===== config.mk =====
export PLATFORM = sky130hd
export DESIGN_NAME = div_flat
export DESIGN_NICKNAME = d
export VERILOG_FILES = /design/src/rtl/div_if.sv /design/src/rtl/div.sv /design/src/flat_wrapper.sv
export SDC_FILE = /design/constraint.sdc
export NUM_CORES = 1
export LEC_CHECK = 0
export CELL_PAD_IN_SITES_DETAIL_PLACEMENT = 0
export CELL_PAD_IN_SITES_GLOBAL_PLACEMENT = 1
export CORE_MARGIN = 4
export CORE_UTILIZATION = 42
export CTS_BUF_LIST = sky130_fd_sc_hd__clkbuf_8
export CTS_CLUSTER_SIZE = 16
export DETAILED_ROUTE_END_ITERATION = 16
export HOLD_SLACK_MARGIN = 0.08
export PLACE_DENSITY = 0.79
export REMOVE_ABC_BUFFERS = 1
export SETUP_SLACK_MARGIN = 0.02
export SLEW_MARGIN = 0
export SYNTH_ARGS = -nofsm -noshare
export SYNTH_HDL_FRONTEND = slang
export SYNTH_SLANG_ARGS = --single-unit

===== constraint.sdc =====
create_clock -name i_clk -period 3.46 [get_ports i_clk]
set_input_delay 0.692 -clock i_clk [delete_from_list [all_inputs] [get_ports i_clk]]
set_output_delay 0.692 -clock i_clk [all_outputs]
set_load 0.1 [all_outputs]

===== src/rtl/div_if.sv =====
// rtl/div_if.sv - request/result bundle between the MIX sequencer and the divider
//
// Purpose: carries one divide request (start, dividend, divisor) into the
// divider and its registered results (quotient, remainder, overflow, status)
// back out.
// Ports (signals):
//   i_start    - one-cycle request, sampled only while the divider is idle
//   i_a        - 2W-bit dividend, i_a[2W-1:W] = rA magnitude, i_a[W-1:0] = rX
//   i_b        - W-bit divisor magnitude
//   o_quot     - W-bit quotient (new rA magnitude)
//   o_rem      - W-bit remainder (new rX magnitude)
//   o_overflow - quotient not representable in W bits (or divide by zero)
//   o_busy     - operation in progress
//   o_done     - single-cycle pulse, results valid
// Modports: master = sequencer side, slave = divider side.
interface div_if #(
  parameter int W = 30
);
  logic           i_start;
  logic [2*W-1:0] i_a;
  logic [W-1:0]   i_b;
  logic [W-1:0]   o_quot;
  logic [W-1:0]   o_rem;
  logic           o_overflow;
  logic           o_busy;
  logic           o_done;

  modport master (
    output i_start, i_a, i_b,
    input  o_quot, o_rem, o_overflow, o_busy, o_done
  );

  modport slave (
    input  i_start, i_a, i_b,
    output o_quot, o_rem, o_overflow, o_busy, o_done
  );
endinterface


===== src/rtl/div.sv =====
// rtl/div.sv - sequential restoring unsigned divider for the MIX arithmetic unit
//
// Purpose: divides the 2W-bit magnitude rA:rX by the W-bit magnitude V,
// producing one quotient bit per clock. Signs are handled by the sequencer.
// Ports:
//   i_clk   - system clock, all state changes on the rising edge
//   i_reset - synchronous active-high reset, wins over everything
//   bus     - div_if.slave: i_start/i_a/i_b in, o_quot/o_rem/o_overflow/
//             o_busy/o_done out (all outputs registered)
module div #(
  parameter int W = 30
) (
  input  logic i_clk,
  input  logic i_reset,
  div_if.slave bus
);

  localparam int         CW       = $clog2(W);
  localparam logic [CW-1:0] CNT_LAST = CW'(W - 1);

  typedef enum logic [1:0] {
    ST_IDLE  = 2'd0,
    ST_CHECK = 2'd1,
    ST_RUN   = 2'd2,
    ST_DONE  = 2'd3
  } state_t;

  state_t        r_state;
  state_t        w_state_next;

  logic [W-1:0]  r_a_hi;
  logic [W-1:0]  r_a_lo;
  logic [W-1:0]  r_b;
  logic [W:0]    r_p;
  logic [W-1:0]  r_q;
  logic [CW-1:0] r_cnt;
  logic [W-1:0]  r_quot;
  logic [W-1:0]  r_rem;
  logic          r_ovf;
  logic          r_busy;
  logic          r_done;

  logic          w_ovf_cond;
  logic [W:0]    w_t;
  logic          w_ge;
  logic [W:0]    w_p_next;
  logic [W-1:0]  w_q_next;

  // The quotient fits in W bits only when the upper dividend word is
  // strictly below the divisor; a zero divisor falls out of the same test
  // but is named explicitly for clarity.
  assign w_ovf_cond = (r_b == '0) || (r_a_hi >= r_b);

  // One restoring step: shift the next dividend bit into the partial
  // remainder, subtract the divisor when it fits.
  assign w_t      = {r_p[W-1:0], r_q[W-1]};
  assign w_ge     = (w_t >= {1'b0, r_b});
  assign w_p_next = w_ge ? (w_t - {1'b0, r_b}) : w_t;
  assign w_q_next = {r_q[W-2:0], w_ge};

  always_comb begin
    w_state_next = r_state;
    case (r_state)
      ST_IDLE:  if (bus.i_start) w_state_next = ST_CHECK;
      ST_CHECK: w_state_next = w_ovf_cond ? ST_DONE : ST_RUN;
      ST_RUN:   if (r_cnt == CNT_LAST) w_state_next = ST_DONE;
      ST_DONE:  w_state_next = ST_IDLE;
      default:  w_state_next = ST_IDLE;
    endcase
  end

  always_ff @(posedge i_clk) begin
    if (i_reset) begin
      r_state <= ST_IDLE;
      r_a_hi  <= '0;
      r_a_lo  <= '0;
      r_b     <= '0;
      r_p     <= '0;
      r_q     <= '0;
      r_cnt   <= '0;
      r_quot  <= '0;
      r_rem   <= '0;
      r_ovf   <= 1'b0;
      r_busy  <= 1'b0;
      r_done  <= 1'b0;
    end else begin
      r_state <= w_state_next;
      // Status flags are decoded from the next state so they line up with
      // the state register and stay glitch-free registered outputs.
      r_busy  <= (w_state_next == ST_CHECK) || (w_state_next == ST_RUN);
      r_done  <= (w_state_next == ST_DONE);

      case (r_state)
        ST_IDLE: begin
          if (bus.i_start) begin
            r_a_hi <= bus.i_a[2*W-1:W];
            r_a_lo <= bus.i_a[W-1:0];
            r_b    <= bus.i_b;
          end
        end
        ST_CHECK: begin
          if (w_ovf_cond) begin
            r_quot <= '0;
            r_rem  <= '0;
            r_ovf  <= 1'b1;
          end else begin
            r_p   <= {1'b0, r_a_hi};
            r_q   <= r_a_lo;
            r_cnt <= '0;
          end
        end
        ST_RUN: begin
          r_p   <= w_p_next;
          r_q   <= w_q_next;
          r_cnt <= r_cnt + 1'b1;
          // Published results only change on the way into DONE, so the
          // previous answer stays visible while the next one is computed.
          if (r_cnt == CNT_LAST) begin
            r_quot <= w_q_next;
            r_rem  <= w_p_next[W-1:0];
            r_ovf  <= 1'b0;
          end
        end
        default: ;
      endcase
    end
  end

  assign bus.o_quot     = r_quot;
  assign bus.o_rem      = r_rem;
  assign bus.o_overflow = r_ovf;
  assign bus.o_busy     = r_busy;
  assign bus.o_done     = r_done;

endmodule


===== src/flat_wrapper.sv =====
// flat-port wrapper written by rule: the top's interface ports become plain ports
module div_flat 
#(
  parameter int W = 30
)
  (i_clk, i_reset, bus_i_start, bus_i_a, bus_i_b, bus_o_quot, bus_o_rem, bus_o_overflow, bus_o_busy, bus_o_done);
  div_if #(.W(W)) bus_i ();
  input  logic i_clk;
  input  logic i_reset;
  input wire logic [$bits(bus_i.i_start)-1:0] bus_i_start;
  input wire logic [$bits(bus_i.i_a)-1:0] bus_i_a;
  input wire logic [$bits(bus_i.i_b)-1:0] bus_i_b;
  output wire logic [$bits(bus_i.o_quot)-1:0] bus_o_quot;
  output wire logic [$bits(bus_i.o_rem)-1:0] bus_o_rem;
  output wire logic [$bits(bus_i.o_overflow)-1:0] bus_o_overflow;
  output wire logic [$bits(bus_i.o_busy)-1:0] bus_o_busy;
  output wire logic [$bits(bus_i.o_done)-1:0] bus_o_done;
  assign bus_i.i_start = bus_i_start;
  assign bus_i.i_a = bus_i_a;
  assign bus_i.i_b = bus_i_b;
  assign bus_o_quot = bus_i.o_quot;
  assign bus_o_rem = bus_i.o_rem;
  assign bus_o_overflow = bus_i.o_overflow;
  assign bus_o_busy = bus_i.o_busy;
  assign bus_o_done = bus_i.o_done;
  div #(.W(W)) u_core (.i_clk(i_clk), .i_reset(i_reset), .bus(bus_i));
endmodule

# Yosys cells after proc, flatten, opt, wreduce, memory -nomap -nowiden
# Index checks and enable logic that the tools add are counted.
totals:
  reg_bits: 220
  in_bits: 93
op_classes:
  n_mux: 19
  eq_ne: 10
  add_sub_neg: 2
  magnitude_cmp: 2
  reduce_logical: 8
ops:
  columns: ["op", "count"]
  rows:
  - ["$pmux 30 s2", 4]
  - ["$mux 30", 6]
  - ["$ge 31x30->1", 1]
  - ["$ge 30x30->1", 1]
  - ["$logic_not 30->1", 1]
  - ["$sub 30x30->30", 1]
  - ["$pmux 5 s2", 1]
  - ["$eq 2x2->1 const B", 4]
  - ["$pmux 2 s4", 1]
  - ["$add 5x1->5 const B", 1]
  - ["$eq 5x5->1 const B", 1]
  - ["$mux 5", 1]
  - ["$eq 2x1->1 const B", 2]
  - ["$mux 2", 2]
  - ["$ne 2x1->1 const B", 2]
  - ["$reduce_and 2->1", 2]
  - ["$mux 1", 3]
  - ["$reduce_and 3->1", 1]
  - ["$logic_not 2->1", 1]
  - ["$logic_or 1x1->1", 2]
  - ["$ne 2x2->1 const B", 1]
  - ["$pmux 1 s2", 1]
  - ["$reduce_bool 2->1", 1]

# Longest topological paths before layout
logic_depth:
  ltp_word: 6
  ltp_mapped: 14
  mapped_depth_nobuf: 14

# Worst setup path after synthesis
# Ideal clock, no wire load.
synth_path:
  kind: "register to register"
  start: "register u_core.r_b[0]"
  end: "register u_core.r_p[26]"
  synth_period_minus_slack_ns: 2.899
  path_buffers: 0
  stages_incl_launch_ff: 14
  t_arrival_ns: 2.840
  setup_slack_ns: 0.561
  cell_sequence: "dfxtp_1 > ha_1 > inv_1 > fa_1 > a21oi_1 > o21ai_0 > a211oi_1 > o21bai_2 > a311oi_1 > o21bai_1 > xor2_1 > mux2i_1 > a2111oi_0 > a31o_1"
synth_via:
  elab_chain_len: 4
  elab_cells_between_ends: 9
synth_lines:
  columns: ["element", "line_no", "source"]
  rows:
  - ["start: declaration", "div.sv:33", "logic [W-1:0] r_b;"]
  - ["start signal: assignment", "div.sv:98", "r_b <= bus.i_b;"]
  - ["$ge 30x30->1 or $logic_not 30->1 (tied branches)", "div.sv:52", "assign w_ovf_cond = (r_b == '0) || (r_a_hi >= r_b);"]
  - ["$logic_or 1x1->1", "div.sv:52", null]
  - ["$ne 2x2->1 (no source line)", null, null]
  - ["$reduce_and 2->1 (no source line)", null, null]
  - ["end signal: assignment", "div.sv:107", "r_p <= {1'b0, r_a_hi};"]
  - ["end signal: assignment", "div.sv:113", "r_p <= w_p_next;"]
  - ["end: declaration", "div.sv:34", "logic [W:0] r_p;"]
# Several ways; a longest one is shown, not always the timed one.
# A chain may end at the register's enable or synchronous reset.

# Worst setup path after layout
layout_path:
  start: "register u_core.r_b[16]"
  end: "register u_core.r_rem[24] (netlist: u_core.bus.o_rem[24])"
layout_via:
  elab_chain_len: 4
  elab_cells_between_ends: 10
layout_lines:
  columns: ["element", "line_no", "source"]
  rows:
  - ["$sub 30x30->30, or another cell as far along", "div.sv:58", "assign w_p_next = w_ge ? (w_t - {1'b0, r_b}) : w_t;"]
  - ["$mux 30 or $logic_or 1x1->1 (tied branches)", "div.sv:58, div.sv:52", null]
  - ["$mux 30 or $ne 2x1->1 (tied branches)", null, null]
  - ["$pmux 30 s2 or $reduce_and 3->1 (tied branches)", null, null]
  - ["end signal: assignment", "div.sv:120", "r_rem <= w_p_next[W-1:0];"]
  - ["end: declaration", "div.sv:38", "logic [W-1:0] r_rem;"]
# Several ways; a longest one is shown, not always the timed one. The select of a mux whose other input is x is not followed.

==> results_dict.tcl <==
set metrics [dict create \
    die_y_um 171 \
    worstHoldPathCells 2 \
    setup_violations 0 \
    gp_congestion 0.882 \
    cap_violations 0 \
    root_buffer "clkbuf_8" \
    clockBufferDepth 3 \
    htree_levels 2 \
    synth_edf_count 0 \
    diodes 0 \
    synth_seq_cells 220 \
    relSlewSlack 0.345 \
    grt_max_degree 154 \
    hold_class "register to register" \
    layout_min_cycle_time_ns 3.24 \
    critical_path.max_fanout 30 \
    yosys_warnings 0 \
    route.detailed.drc 0 \
    die_area_um2 29100 \
    antenna_found_initial 0 \
    crit_path_end_kind "register" \
    r2r_cells 13 \
    cts_hold_buf 0 \
    synth_area_um2 11100 \
    grt_pass1_vias 9882 \
    whs_ns 0.451 \
    worst_pin_slew_ns 0.980 \
    fmax_mhz 309 \
    final_util 0.527 \
    worstPathArrival_ns 3.70 \
    cp-start-kind "register" \
    start_util 0.427 \
    critPathRequiredTime_ns 3.92 \
    final_hold_viol_count 0 \
    syn_inst 1381 \
    cts_tree "built" \
    grt_remaining_overflow 0 \
    area_delta_synth_final_pct 23.5 \
    route.vias.total 10100 \
    cts_buffers 39 \
    synthArstFlopShare 0 \
    ys_seq_area_frac 0.397 \
    portBuffers 155 \
    grt_pass1_wl_um 50600 \
    dp_hpwl_um 21400 \
    mostFrequentLayoutCell "nand2_1" \
    layout-drive-gt1-share 0.0881 \
    io_pins 156 \
    cts_sinks 220 \
    postCtsSetupBuffers 0 \
    drt_iter0_drc 740 \
    fin_skew_ns 0.0183 \
    mostFrequentLayoutCells "nand2_1, dfxtp_1, a21oi_1, clkdlybuf4s50_1, nor2_1" \
    grt_use_total 0.210 \
    synth_flop_cell "dfxtp_1" \
    avgRoutedWirePerCell_um 16.9 \
    core.rowCount 59 \
    p_leak_uw 0.00527 \
    post-route-period-util 0.936 \
    peakVddDrop_uv 619 \
    avgSynthCellArea_um2 8.03 \
    report.final.slew_viol_count 0 \
    final_nets 1671 \
    status "completed" \
    fp.coreArea_um2 26000 \
    synthDistinctLibCells 65 \
    die_w_um 171 \
    crit_type "register to register" \
    clk_pin_slew_ns 0.06 \
    grt_setup_unrepaired "false" \
    p_per_area_nw_per_um2 982 \
    wl_um 31500 \
    antenna_left 0 \
    first_pass_iters 5 \
    clock_latency_ns 0.54 \
    routed_via_density 5.38 \
]
## sequential cells by signal (all words and copies together), names as in the netlist, 2 cells and up
name	count
u_core.bus.o_quot	30
u_core.bus.o_rem	30
u_core.r_a_hi	30
u_core.r_a_lo	30
u_core.r_b	30
u_core.r_cnt	5
u_core.r_p	30
u_core.r_q	30
u_core.r_state	2
## Yosys cell counts, types with 4 or more instances
cell type / count / area (um^2)
or2_2: 4 / 25.0
a31oi_1: 6 / 37.5
mux2i_1: 43 / 430
o2111ai_1: 4 / 35.0
a21oi_1: 188 / 941
o21ai_0: 19 / 95.1
nor3_1: 7 / 35.0
nor2b_1: 9 / 56.3
nor4_1: 9 / 56.3
and3_1: 5 / 31.3
nand3_1: 66 / 330
a211o_1: 5 / 43.8
mux2_2: 6 / 67.6
clkbuf_1: 65 / 244
o21a_1: 6 / 45.0
xnor2_1: 21 / 184
a211oi_1: 39 / 293
and2_1: 7 / 43.8
inv_1: 47 / 176
nor2_1: 88 / 330
nand4_1: 16 / 100
a2bb2oi_1: 4 / 35.0
a2111oi_0: 4 / 35.0
o32ai_1: 7 / 61.3
ha_1: 67 / 838
buf_1: 5 / 18.8
nand2b_1: 5 / 31.3
buf_2: 19 / 95.1
xor2_1: 8 / 70.1
o21ai_1: 14 / 70.1
dfxtp_1: 220 / 4400
mux2_1: 14 / 158
nand2_1: 277 / 1040
o211ai_1: 8 / 60.1
a21o_1: 25 / 188
## logic make-up (layout without fill, tap and decap cells)
| group | count (synthesis) | in the layout | synth area share |
|---|---|---|---|
| AND/OR/NAND/NOR | 507 | 507 | 0.197 |
| AO/OA/AOI/OAI | 355 | 355 | 0.195 |
| flip-flops | 220 | 220 | 0.397 |
| buffers and inverters | 139 | 290 | 0.0509 |
| adder cells (fa/ha/maj) | 68 | 68 | 0.0774 |
| multiplexers | 63 | 63 | 0.0591 |
| XOR/XNOR | 29 | 29 | 0.0229 |
## what timing repair did
action	4_1_cts	5_1_grt
pin swaps	0	2
endpoints found under the setup margin	13	49
gates cloned	0	1
resized for setup	1	8
## worst paths after layout
check | start | to | slack [ns]
setup reg to reg | u_core.r_b[16] | u_core.bus.o_rem[24] | 0.22
setup / recovery | u_core.r_b[16] | u_core.bus.o_rem[24] | 0.22
hold / removal | u_core.r_a_lo[25] | u_core.r_a_lo[25] | 0.45
hold reg to reg | u_core.r_a_lo[25] | u_core.r_a_lo[25] | 0.45
## per-layer routing
| layer | global-route usage | wire length [um] |
|---|---|---|
| met2 | 0.337 | 14200 |
| met3 | 0.0312 | 1290 |
| met4 | 0.0549 | 651 |
| met5 | 0 | 0 |
| met1 | 0.298 | 15300 |
## layout make-up
| class | count | area (um^2) |
|---|---|---|
| fill | 2590 | 12300 |
| multi-input combinational | 1022 | 6190 |
| sequential | 220 | 4400 |
| timing repair buffer | 180 | 1760 |
| clock buffer | 44 | 606 |
| tap | 335 | 419 |
| inverter | 47 | 176 |
| clock inverter | 19 | 140 |
## worst max-delay path: stages, from the launching register on
cell	delay (ns)
dfxtp_1	0.36
inv_1	0.09
ha_1	0.31
nand4_1	0.23
nor4_4	0.42
a221oi_1	0.15
a311o_1	0.37
nand3_1	0.17
buf_4	0.19
and3_2	0.23
buf_12	0.19
nand2_1	0.14
a2bb2oi_1	0.20
nor2_1	0.10
## power breakdown
part	internal (uW)	switching, uW
Sequential	3030	393
Clock	1310	1060
Combinational	2950	4710
## metrics by stage
stage | setup TNS (ns) | power, uW | instances | area (um^2) | worst slack (ns)
after floorplan | -322.59 | 8710 | 1289 | 10700 | -4.81
after global placement | 0 | 10800 | 1803 | 12900 | 0.0105
after detailed placement | -0.0534 | 10900 | 1803 | 12900 | -0.0314
after CTS | 0 | 13400 | 1866 | 13600 | 0.0995
after global routing | 0 | 14400 | 1867 | 13700 | 0.0333
final | 0 | 13400 | 1867 | 13700 | 0.221
Power figures use the tool's default switching activity.
